**config.mk**
```make
export PLATFORM = sky130hd
export DESIGN_NAME = spi_apb_arbiter
export DESIGN_NICKNAME = d
export VERILOG_FILES = /design/src/rtl/spi_arb_pkg.sv /design/src/rtl/spi_arb_rr.sv /design/src/rtl/spi_apb_arbiter.sv
export SDC_FILE = /design/constraint.sdc
export NUM_CORES = 1
export LEC_CHECK = 0
export ABC_AREA = 1
export CORE_ASPECT_RATIO = 1.1
export CORE_MARGIN = 1
export CORE_UTILIZATION = 45
export DETAILED_ROUTE_END_ITERATION = 12
export GPL_ROUTABILITY_DRIVEN = 0
export GPL_TIMING_DRIVEN = 0
export PLACE_DENSITY_LB_ADDON = 0.05
export SLEW_MARGIN = 15
export SYNTH_ARGS = -nofsm -noshare
export SYNTH_HDL_FRONTEND = slang
export SYNTH_SLANG_ARGS = --single-unit
```
**constraint.sdc**
```tcl
create_clock -name clock -period 1.9 [get_ports clock]
set_input_delay 0.475 -clock clock [delete_from_list [all_inputs] [get_ports clock]]
set_output_delay 0.475 -clock clock [all_outputs]
set_load 0.01 [all_outputs]
```
**src/rtl/spi_arb_pkg.sv**
```systemverilog
// Shared types and constants for the two-requester APB arbiter in front of the SPI block.
package spi_arb_pkg;

    localparam int          NUM_REQ         = 2;
    localparam int unsigned DEFAULT_TIMEOUT = 1024;

    typedef enum logic [1:0] {
        ST_IDLE   = 2'd0,
        ST_SETUP  = 2'd1,
        ST_ACCESS = 2'd2,
        ST_RESP   = 2'd3
    } arb_state_e;

endpackage

```
**src/rtl/spi_arb_rr.sv**
```systemverilog
// Combinational two-way round-robin picker: a contested cycle goes to the requester
// that was not served last, a lone requester always wins.
module spi_arb_rr (
    input  logic [1:0] req,
    input  logic       last_grant,
    output logic       grant,
    output logic       valid
);

    always_comb begin
        valid = |req;
        if (req == 2'b11) begin
            grant = ~last_grant;
        end else begin
            grant = req[1];
        end
    end

endmodule

```
**src/rtl/spi_apb_arbiter.sv**
```systemverilog
// Two-master APB arbiter: latches the winning request, runs one SETUP/ACCESS transfer
// on the shared slave port and returns the response to the granted master for one cycle.
module spi_apb_arbiter
    import spi_arb_pkg::*;
#(
    parameter int unsigned TIMEOUT_CYCLES = DEFAULT_TIMEOUT
) (
    input  logic        clock,
    input  logic        reset,

    input  logic [31:0] m0_paddr,
    input  logic        m0_psel,
    input  logic        m0_penable,
    input  logic        m0_pwrite,
    input  logic [31:0] m0_pwdata,
    input  logic [3:0]  m0_pstrb,
    output logic        m0_pready,
    output logic [31:0] m0_prdata,
    output logic        m0_pslverr,

    input  logic [31:0] m1_paddr,
    input  logic        m1_psel,
    input  logic        m1_penable,
    input  logic        m1_pwrite,
    input  logic [31:0] m1_pwdata,
    input  logic [3:0]  m1_pstrb,
    output logic        m1_pready,
    output logic [31:0] m1_prdata,
    output logic        m1_pslverr,

    output logic [31:0] s_paddr,
    output logic        s_psel,
    output logic        s_penable,
    output logic        s_pwrite,
    output logic [31:0] s_pwdata,
    output logic [3:0]  s_pstrb,
    input  logic        s_pready,
    input  logic [31:0] s_prdata,
    input  logic        s_pslverr
);

    arb_state_e  state_reg;
    logic        grant_reg;
    logic        last_grant_reg;
    logic [31:0] to_cnt_reg;
    logic [31:0] cap_prdata_reg;
    logic        cap_pslverr_reg;

    logic [31:0] s_paddr_reg;
    logic        s_psel_reg;
    logic        s_penable_reg;
    logic        s_pwrite_reg;
    logic [31:0] s_pwdata_reg;
    logic [3:0]  s_pstrb_reg;

    logic [NUM_REQ-1:0] req;
    logic [31:0]        req_paddr  [NUM_REQ];
    logic               req_pwrite [NUM_REQ];
    logic [31:0]        req_pwdata [NUM_REQ];
    logic [3:0]         req_pstrb  [NUM_REQ];

    logic [NUM_REQ-1:0] rsp_pready;
    logic [31:0]        rsp_prdata [NUM_REQ];
    logic [NUM_REQ-1:0] rsp_pslverr;

    logic pick_grant;
    logic pick_valid;
    logic timeout_hit;
    logic access_done;

    // penable from the masters carries no arbitration information
    logic unused_penable;
    assign unused_penable = m0_penable ^ m1_penable;

    assign req           = {m1_psel, m0_psel};
    assign req_paddr[0]  = m0_paddr;
    assign req_paddr[1]  = m1_paddr;
    assign req_pwrite[0] = m0_pwrite;
    assign req_pwrite[1] = m1_pwrite;
    assign req_pwdata[0] = m0_pwdata;
    assign req_pwdata[1] = m1_pwdata;
    assign req_pstrb[0]  = m0_pstrb;
    assign req_pstrb[1]  = m1_pstrb;

    spi_arb_rr u_rr (
        .req        (req),
        .last_grant (last_grant_reg),
        .grant      (pick_grant),
        .valid      (pick_valid)
    );

    // The counter holds the number of low-pready ACCESS cycles already completed,
    // so the limit is reached during the TIMEOUT_CYCLES-th cycle.
    assign timeout_hit = (TIMEOUT_CYCLES != 0) && (to_cnt_reg == TIMEOUT_CYCLES - 1);
    assign access_done = s_pready || timeout_hit;

    always_ff @(posedge clock) begin
        if (reset) begin
            state_reg       <= ST_IDLE;
            grant_reg       <= 1'b0;
            last_grant_reg  <= 1'b1;
            to_cnt_reg      <= '0;
            cap_prdata_reg  <= '0;
            cap_pslverr_reg <= 1'b0;
            s_paddr_reg     <= '0;
            s_psel_reg      <= 1'b0;
            s_penable_reg   <= 1'b0;
            s_pwrite_reg    <= 1'b0;
            s_pwdata_reg    <= '0;
            s_pstrb_reg     <= '0;
        end else begin
            case (state_reg)
                ST_IDLE: begin
                    if (pick_valid) begin
                        grant_reg    <= pick_grant;
                        s_paddr_reg  <= req_paddr[pick_grant];
                        s_pwrite_reg <= req_pwrite[pick_grant];
                        s_pwdata_reg <= req_pwdata[pick_grant];
                        s_pstrb_reg  <= req_pstrb[pick_grant];
                        s_psel_reg   <= 1'b1;
                        state_reg    <= ST_SETUP;
                    end
                end
                ST_SETUP: begin
                    s_penable_reg <= 1'b1;
                    to_cnt_reg    <= '0;
                    state_reg     <= ST_ACCESS;
                end
                ST_ACCESS: begin
                    if (access_done) begin
                        cap_prdata_reg  <= s_pready ? s_prdata : 32'd0;
                        cap_pslverr_reg <= s_pready ? s_pslverr : 1'b1;
                        s_paddr_reg     <= '0;
                        s_psel_reg      <= 1'b0;
                        s_penable_reg   <= 1'b0;
                        s_pwrite_reg    <= 1'b0;
                        s_pwdata_reg    <= '0;
                        s_pstrb_reg     <= '0;
                        state_reg       <= ST_RESP;
                    end else if (TIMEOUT_CYCLES != 0) begin
                        to_cnt_reg <= to_cnt_reg + 32'd1;
                    end
                end
                ST_RESP: begin
                    last_grant_reg <= grant_reg;
                    state_reg      <= ST_IDLE;
                end
                default: begin
                    state_reg <= ST_IDLE;
                end
            endcase
        end
    end

    assign s_paddr   = s_paddr_reg;
    assign s_psel    = s_psel_reg;
    assign s_penable = s_penable_reg;
    assign s_pwrite  = s_pwrite_reg;
    assign s_pwdata  = s_pwdata_reg;
    assign s_pstrb   = s_pstrb_reg;

    // Only the served master sees the response; the other stays at zero.
    genvar gi;
    generate
        for (gi = 0; gi < NUM_REQ; gi++) begin : g_rsp
            logic served;
            assign served          = (state_reg == ST_RESP) && (grant_reg == 1'(gi));
            assign rsp_pready[gi]  = served;
            assign rsp_prdata[gi]  = served ? cap_prdata_reg : 32'd0;
            assign rsp_pslverr[gi] = served & cap_pslverr_reg;
        end
    endgenerate

    assign m0_pready  = rsp_pready[0];
    assign m0_prdata  = rsp_prdata[0];
    assign m0_pslverr = rsp_pslverr[0];
    assign m1_pready  = rsp_pready[1];
    assign m1_prdata  = rsp_prdata[1];
    assign m1_pslverr = rsp_pslverr[1];

endmodule

```
Word-level counts from Yosys, hierarchy flattened
Cells that the tools add are included.
- add/sub/neg operators: 1
- multipliers: 0
- div/mod/pow operators: 0
- order comparisons: 1
- equality and inequality tests: 8
- shift-type cells: 0
- multiplexer cells: 36
- bitwise gates (word level): 5
- reduce and logical (&&, ||, !) cells: 13
- operator list (operator ; number):
    two-way mux 32 bit ; 13
    case mux 32 bit (2 select lines) ; 3
    adder 32 x 1 -> 32 bit, second input constant ; 1
    == test 32 x 10 -> 1 bit, second input constant ; 1
    two-way mux 4 bit ; 5
    AND reduction 2 bit ; 5
    two-way mux 1 bit ; 8
    case mux 2 bit (4 select lines) ; 1
    case mux 4 bit (2 select lines) ; 1
    == test 2 bit, second input constant ; 3
    != test 2 bit, second input constant ; 3
    case mux 1 bit (2 select lines) ; 3
    two-way mux 2 bit ; 2
    nonzero test 2 bit ; 2
    AND reduction 3 bit ; 1
    AND 1 bit ; 2
    == test 2 x 1 -> 1 bit, second input constant ; 1
    greater-or-equal comparator 2 bit, second input constant ; 1
    logical AND 1 bit ; 2
    logical NOT 2 bit ; 1
    NOT 1 bit ; 2
    NOT 1 -> 2 bit ; 1
    OR reduction 2 bit ; 1
    logical OR 1 bit ; 1
- register bits: 140
- bits in latches: 0
- memory bits (writable): 0
- memory bits (read-only): 0
- input port bits: 178
- output and inout port bits: 139
- word-level logic and storage cells: 76
- memories kept: 0

Depth between registers and ports, before layout
Gate-level depths: netlist of run 1.
- word-level depth: 8
- depth in mapped cells: 12
- gate-level depth less buffers: 12

Cells and area by module
A second synthesis of run 1 with hierarchy kept.
- cells, all modules: 1406
- area, all modules: 8200.4 µm²
- modules (own cells, without submodules) (module ; times used ; cells an instance ; area an instance (µm²) ; sequential area each (µm²)):
    spi_apb_arbiter ; 1 ; 1403 ; 8185.4 ; 2802.7
    spi_arb_rr ; 1 ; 3 ; 15.0 ; 0.0

Least setup slack after synthesis of run 1
No wires, ideal clock.
- kind: flip-flop to output port
- start point: register state_reg[0]
- end point: output port m0_prdata[10]
- data arrival time: 1.276 ns
- required time: 1.425 ns
- setup slack: 0.149 ns
- cell stages (with the launch flop): 7
- buffers on the path: 1
- cells stage by stage: dfxtp_1 > ha_1 > inv_1 > nor2_1 > inv_1 > buf_1 > nor2_1
- longest elaborated chain between the ends: 3
- ends and longest elaborated chain (what ; RTL line ; text):
    from (decl) ; spi_apb_arbiter.sv:42 ; arb_state_e state_reg;
    from (signal assigned) ; spi_apb_arbiter.sv:99 ; state_reg <= ST_IDLE;
    from (signal assigned) ; spi_apb_arbiter.sv:121 ; state_reg <= ST_SETUP;
    from (signal assigned) ; spi_apb_arbiter.sv:127 ; state_reg <= ST_ACCESS;
    == test 2 bit ; spi_apb_arbiter.sv:167 ; assign served = (state_reg == ST_RESP) && (grant_reg == 1'(gi));
    logical AND 1 bit ; spi_apb_arbiter.sv:167 ;
    net m0_pready ; spi_apb_arbiter.sv:17 ; output logic m0_pready,
    two-way mux 32 bit ; spi_apb_arbiter.sv:169 ; assign rsp_prdata[gi] = served ? cap_prdata_reg : 32'd0;
    to (decl) ; spi_apb_arbiter.sv:18 ; output logic [31:0] m0_prdata,
The timed path passes the listed nets, and every way through them passes these cells.

Worst setup path in the final report of run 1
- start point: register state_reg[0]
- end point: output port m0_prdata[18]
- longest elaborated chain between the ends: 3
- ends and longest elaborated chain (what ; RTL line):
    == test 2 bit ; spi_apb_arbiter.sv:167
    logical AND 1 bit ; spi_apb_arbiter.sv:167
    two-way mux 32 bit ; spi_apb_arbiter.sv:169
Every way passes these cells.

==> results of run 1 <==
## through the flow
| step | total power, mW | setup slack [ns] | hold slack (ns) |
|---|---|---|---|
| 3_3_place_gp | 11.9 | -0.930 | 0.450 |
| 4_1_cts | 15.9 | -0.170 | 0.459 |
| 5_1_grt | 17.6 | -0.254 | 0.477 |
| 2_1_floorplan | 8.71 | 0.149 | 0.429 |
| 6_report | 16.5 | -0.219 | 0.463 |
| 3_5_place_dp | 12.0 | -0.969 | 0.452 |
## cells in the final DEF, fill, tap and decap left out, types with 16 or more instances in the layout
master	n
buf_6	37
nor2_2	16
nand4_1	61
inv_1	199
buf_4	23
nor2_1	282
clkbuf_16	21
nand2_1	345
nand3_1	42
clkbuf_2	26
clkdlybuf4s50_1	243
a21oi_1	78
dfxtp_1	130
nor2_4	20
o21ai_0	70
clkbuf_1	22
buf_2	51
## layout make-up
class / count / area [um^2]
Antenna cell: 1 / 2.50
Buffer: 81 / 559
Clock buffer: 21 / 470
Clock inverter: 11 / 141
Fill cell: 1489 / 4820
Inverter: 211 / 797
Multi-Input combinational cell: 963 / 4480
Sequential cell: 140 / 2820
Tap cell: 238 / 298
Timing Repair Buffer: 344 / 3280
## worst max path at each step
stage / depth (start not counted) / to / slack (ns)
2_1_floorplan: 6 / m0_prdata[10] / 0.15
3_3_place_gp: 9 / s_pwdata[5]$_SDFFE_PP0P_ / -0.93
3_5_place_dp: 9 / s_pwdata[21]$_SDFFE_PP0P_ / -0.97
4_1_cts: 7 / m0_prdata[8] / -0.17
5_1_grt: 7 / m0_prdata[27] / -0.25
6_report: 7 / m0_prdata[18] / -0.22
## critical path, cell delays in order, from the launching register on
cell and delay (ns):
dfxtp_4 0.38, ha_4 0.18, inv_2 0.06, nor2_4 0.12, inv_4 0.08, buf_6 0.14, nor2_1 0.10, buf_2 0.14
## repair_timing
item,4_1_cts,5_1_grt
setup buffers,16,11
pin swaps,5,12
resized for setup,366,171
hold endpoints to repair,0,0
gates cloned,5,3
endpoints found under the setup margin,206,204
## power by group
| part | total (mW) | internal [mW] | switching [mW] | leakage, nW |
|---|---|---|---|---|
| clock network | 3.46 | 2.16 | 1.30 | 0.307 |
| logic | 8.78 | 3.85 | 4.92 | 4.31 |
| registers | 4.30 | 3.81 | 0.483 | 1.15 |
## logic make-up after synthesis
| family | count (synthesis) |
|---|---|
| simple gates | 791 |
| buf+inv | 295 |
| flops | 140 |
| fa+ha+maj | 5 |
| xor+xnor | 10 |
| compound gates | 155 |
## layer usage
layer	GRT usage [%]	routed length, um	up-vias
met5	0	0	-
met4	11.5	922	0
met3	7.23	2470	68
met2	52.1	15000	419
met1	37.7	12300	4570
li1	-	-	5023
==> out/results.tsv, run 1 <==
metric	value	unit
EDFF count, synth	0	
most common cell in the netlist	nand2_1	
final setup vio count	68	
syn_area_per_cell	5.80	um^2
CTS Buf Count	17	
Synth Area in Compound Gates	9.61	%
synth warn	0	
area share of the largest cell type after synthesis	34.6	%
Post-Syn Nets	1579	
class of the worst hold path	register to register	
Root Driver	clkbuf_16	
minimum clock period	2.12	ns
crit end category	output pin	
commonest cells in the netlist	nand2_1, nor2_1, inv_1	
Reg-to-Reg Start	to_cnt_reg[0]$_SDFFE_PP0P_	
synth-to-layout area growth	58.7	%
clock skew	0.00832	ns
Die Area	18500	um^2
pin count of the biggest net entering global routing	17	
number of antenna violations at the first check in global routing	0	
critical path arrival	1.64	ns
DRC Markers	0	
CTS Sinks	140	
core area	17700	um^2
Routed WL	30700	um
synth unique cells	24	
clk slew on worst S/H paths	0.06	ns
fin. max-slew vios	0	
global-route wire length before repair	43500	um
Top Ports	317	
Post-Syn Area	8100	um^2
Rows	51	
DP HPWL	22000	um
layout cells sized above 1	14.9	%
RSZ-0062 raised after global routing	true	
final hold vios	0	
# H-tree levels	4	
fin nets	1941	
largest cells by area after synthesis	dfxtp_1, nand2_1, nor2_1, inv_1, a21oi_1	
die height	143	um
crit path max fanout	10	
Initial Util	45.8	%
Hold Crit Endpoint	cap_prdata_reg[29]$_SDFFE_PP0P_	
clock tree from TritonCTS	built	
first-pass iteration count of the detailed router	6	
Cell Area, Placed	11500	um^2
startpoint types	register	
Setup Crit Path Kind	register to output pin	
Die Wd	130	um
Vias per Instance	5.01	
via count	10080	
status	finished, violations left	
Synth area leader	dfxtp_1	
Synth Flop Type	dfxtp_1	
hold depth	2	
period utilization	112	%
vias in the first global route	8477	
peak supply drop	0.000945	V
max_cap viols	0	
overall routing resource usage	30.8	%
wire length per cell	15.3	um
P_leak	5.77	nW
fin cells	2010	
RR Endpoint	to_cnt_reg[20]$_SDFFE_PP0P_	
worst r2r path cells	11	
Worst R2R Setup Slack	0.06	ns
cts hold-fix bufs	0	
post-layout util	72.7	%
ys async rst share	0	%
register area share after synthesis	34.6	%
CTS Buffer Depth	2	
Synth Area in XOR/XNOR	1.08	%
main combinational cell family by area after synthesis	simple AND/OR/NAND/NOR gates	
grt total ovfl	0	
number of register bits inferred by synthesis	140	
min-delay src	cap_prdata_reg[29]$_SDFFE_PP0P_	
FMAX	0.472	GHz
Worst Path Required	1.42	ns
Rel. slew slack	52.8	%
Final Instance Area	12900	um^2
CP startpoint	state_reg[0]$_SDFFE_PP0P_	
Inst Count DP	1947	
remaining antenna violation count after routing	0	
failing checks	negative setup slack	
power per cell area	1290	nW/um^2
Cells after Synth	1396	
post-route setup slack	-0.219	ns
initial DRC count	762	
Synth Area in Simple Gates	39.7	%
IO Port Bufs	313	
mux share of post-synthesis cell area	0	%
Post-Synth Adder-Cell Area	0.773	%
Worst-Skew Late Latency	0.43	ns
Worst Tran Pin Value	0.708	ns
setup TNS	-9.92	ns
No activity file was read; power rests on OpenSTA's default activity.
==> run 2: changes to the inputs <==
- REMOVE_ABC_BUFFERS: unset -> 1
==> run 2 against run 1 <==
  * Die area unchanged
  * Critical path type unchanged
  * Fmax shrank 3.1%
  * Setup slack got worse by 0.068 ns
  * Global-route usage is 4.1 points higher
  * Cell count shrank 1.8%
  * Non-clock buffer count is 53 lower
  * Highest routed layer unchanged
  * The flow still finishes with violations (negative setup slack)
==> out/results.tsv, run 2 (synthesized netlist as in run 1, its figures left out) <==
metric	value	unit	change
status	finished, violations left		
failing checks	negative setup slack		
die height	143	um	unchanged
hold depth	2		unchanged
final hold vios	0		unchanged
DP HPWL	17900	um	-18%
global-route wire length before repair	49500	um	+14%
clk slew on worst S/H paths	0.06	ns	about the same
most used cell, CP	buf_2		
Initial Util	45.8	%	unchanged
minimum clock period	2.19	ns	+0.0679 ns
synth-to-layout area growth	60.7	%	
grt total ovfl	0		unchanged
number of antenna violations at the first check in global routing	1		+1
pin count of the biggest net entering global routing	79		+62
switching share of power	43.9	%	+3.4 points
peak supply drop	0.000985	V	+4.3%
clock skew	0.0107	ns	+0.00239 ns
cts hold-fix bufs	0		unchanged
critical path arrival	1.71	ns	+0.07 ns
Vias per Instance	5.27		+5.1%
fillcell total	1443		-3.1%
initial DRC count	1054		+38%
clock tree from TritonCTS	built		
Root Driver	clkbuf_16		
CP max-delay cell	dfxtp_4		
Reg power frac	24.3	%	-1.7 points
met1 wire length	12600	um	+2.6%
wire length per cell	17.7	um	+16%
most frequent cells in the layout	nand2_1, nor2_1, clkdlybuf4s50_1, inv_1, dfxtp_1		
Routed WL	34900	um	+14%
area of the multi-input gates	4850	um^2	+8.1%
fin nets	1911		-1.5%
Die Area	18500	um^2	unchanged
vias in the first global route	9422		+11%
DRC Markers	0		unchanged
Rel. slew slack	54.0	%	+1.3 points
class of the worst hold path	register to register		
core area	17700	um^2	unchanged
FMAX	0.457	GHz	-3.1%
# H-tree levels	4		unchanged
total power	17.7	mW	+7.0%
max_cap viols	0		unchanged
Worst R2R Setup Slack	-0.12	ns	-0.18 ns
RSZ-0062 raised after global routing	true		
CTS Sinks	140		unchanged
fin. max-slew vios	0		unchanged
period utilization	115	%	+3.6 points
internal power	9.92	mW	+0.93%
leading cell type in the layout, fill and taps excluded	nand2_1		
Logic pwr share	57.9	%	+4.8 points
Top Metal Used	met4		
remaining antenna violation count after routing	0		unchanged
slowest cell delay on critical path	0.36	ns	-0.02 ns
FF/Latch Area	2840	um^2	+0.71%
CTS Buffer Depth	2		unchanged
crit end category	output pin		
Worst Tran Pin Value	0.682	ns	-0.0263 ns
crit path max fanout	4		-6
overall routing resource usage	34.9	%	+4.1 points
setup TNS	-13.96	ns	-4.04 ns
NetSw	7.77	mW	+16%
Die Wd	130	um	unchanged
IO Port Bufs	314		+0.32%
first-pass iteration count of the detailed router	5		-1
post-route setup slack	-0.287	ns	-0.0679 ns
final setup vio count	86		+26%
clock share of power	17.8	%	-3.1 points
via count	10405		+3.2%
worst r2r path cells	9		-2
critical path, cell by cell	ha_4, inv_4, nor2_4, buf_6, clkinvlp_4, buf_2, nor2_1, buf_2		
met3 wire length	3350	um	+35%
power per cell area	1360	nW/um^2	+5.7%
Rows	51		unchanged
P_leak	5.72	nW	-0.90%
Top Ports	317		unchanged
Worst Path Required	1.42	ns	about the same
startpoint types	register		
Met2 Routed Length	17100	um	+14%
CTS Buf Count	17		unchanged
Worst-Skew Late Latency	0.43	ns	about the same
Setup Crit Path Kind	register to output pin		
layout cells sized above 1	17.1	%	+2.2 points
-- run 2: worst paths after layout --
path,from,to
max,state_reg[0]$_SDFFE_PP0P_,m0_prdata[4]
min,cap_prdata_reg[12]$_SDFFE_PP0P_,cap_prdata_reg[12]$_SDFFE_PP0P_
max reg2reg,state_reg[0]$_SDFFE_PP0P_,s_pwdata[23]$_SDFFE_PP0P_
min reg2reg,cap_prdata_reg[12]$_SDFFE_PP0P_,cap_prdata_reg[12]$_SDFFE_PP0P_
-- run 2: area by class of cell --
| type | instances | share of cell area (%) |
|---|---|---|
| Sequential cell | 140 | 21.8 |
| Timing Repair inverter | 3 | 0.202 |
| Clock inverter | 3 | 0.308 |
| Timing Repair Buffer | 372 | 27.8 |
| Inverter | 211 | 6.53 |
| Tap cell | 238 | 2.29 |
| Multi-Input combinational cell | 983 | 37.3 |
| Clock buffer | 23 | 3.75 |
| Antenna cell | 1 | 0.0192 |
-- run 2: worst max-delay path: cells and delay by family (launching register included) --
family                     cells  cell delay [ns]
buffers and inverters          5             0.58
DFF                            1             0.36
and+or+nand+nor                2             0.18
adders and majority gates      1             0.15
-- run 2: per-layer routing --
| metal | global-route usage, % | vias to the layer above |
|---|---|---|
| met3 | 8.99 | 134 |
| met5 | 0 | - |
| li1 | - | 4995 |
| met4 | 18.4 | 0 |
| met1 | 39.4 | 4695 |
| met2 | 59.9 | 581 |
-- run 2: per-stage QoR --
step | hold WS (ns) | instance area, um^2 | utilization (%) | worst slack (ns) | cells
detailed placement | 0.453 | 11300 | 64.1 | -1.26 | 1869
CTS | 0.462 | 12600 | 71.0 | -0.314 | 1951
global placement | 0.447 | 11200 | 63.3 | -5.28 | 1864
floorplan | 0.429 | 7740 | - | -2.63 | 1312
global route | 0.469 | 13000 | 73.6 | -0.344 | 1974
finish | 0.462 | 13000 | 73.6 | -0.287 | 1974
-- run 2: power groups by stage --
stage	Clock (mW)	Combinational (mW)	Sequential, mW
global route	3.28	11.0	4.39
detailed placement	0	7.53	4.29
floorplan	0	3.84	4.60
finish	3.15	10.2	4.31
global placement	0	6.76	4.18
CTS	3.12	9.45	4.27
-- run 2: repair_timing --
item                                    4_1_cts  5_1_grt
pin swaps                                    18       26
endpoints found under the setup margin      205      197
setup buffers                                30       17
gates cloned                                 26        7
hold endpoints to repair                      0        0
resized for setup                           320      118
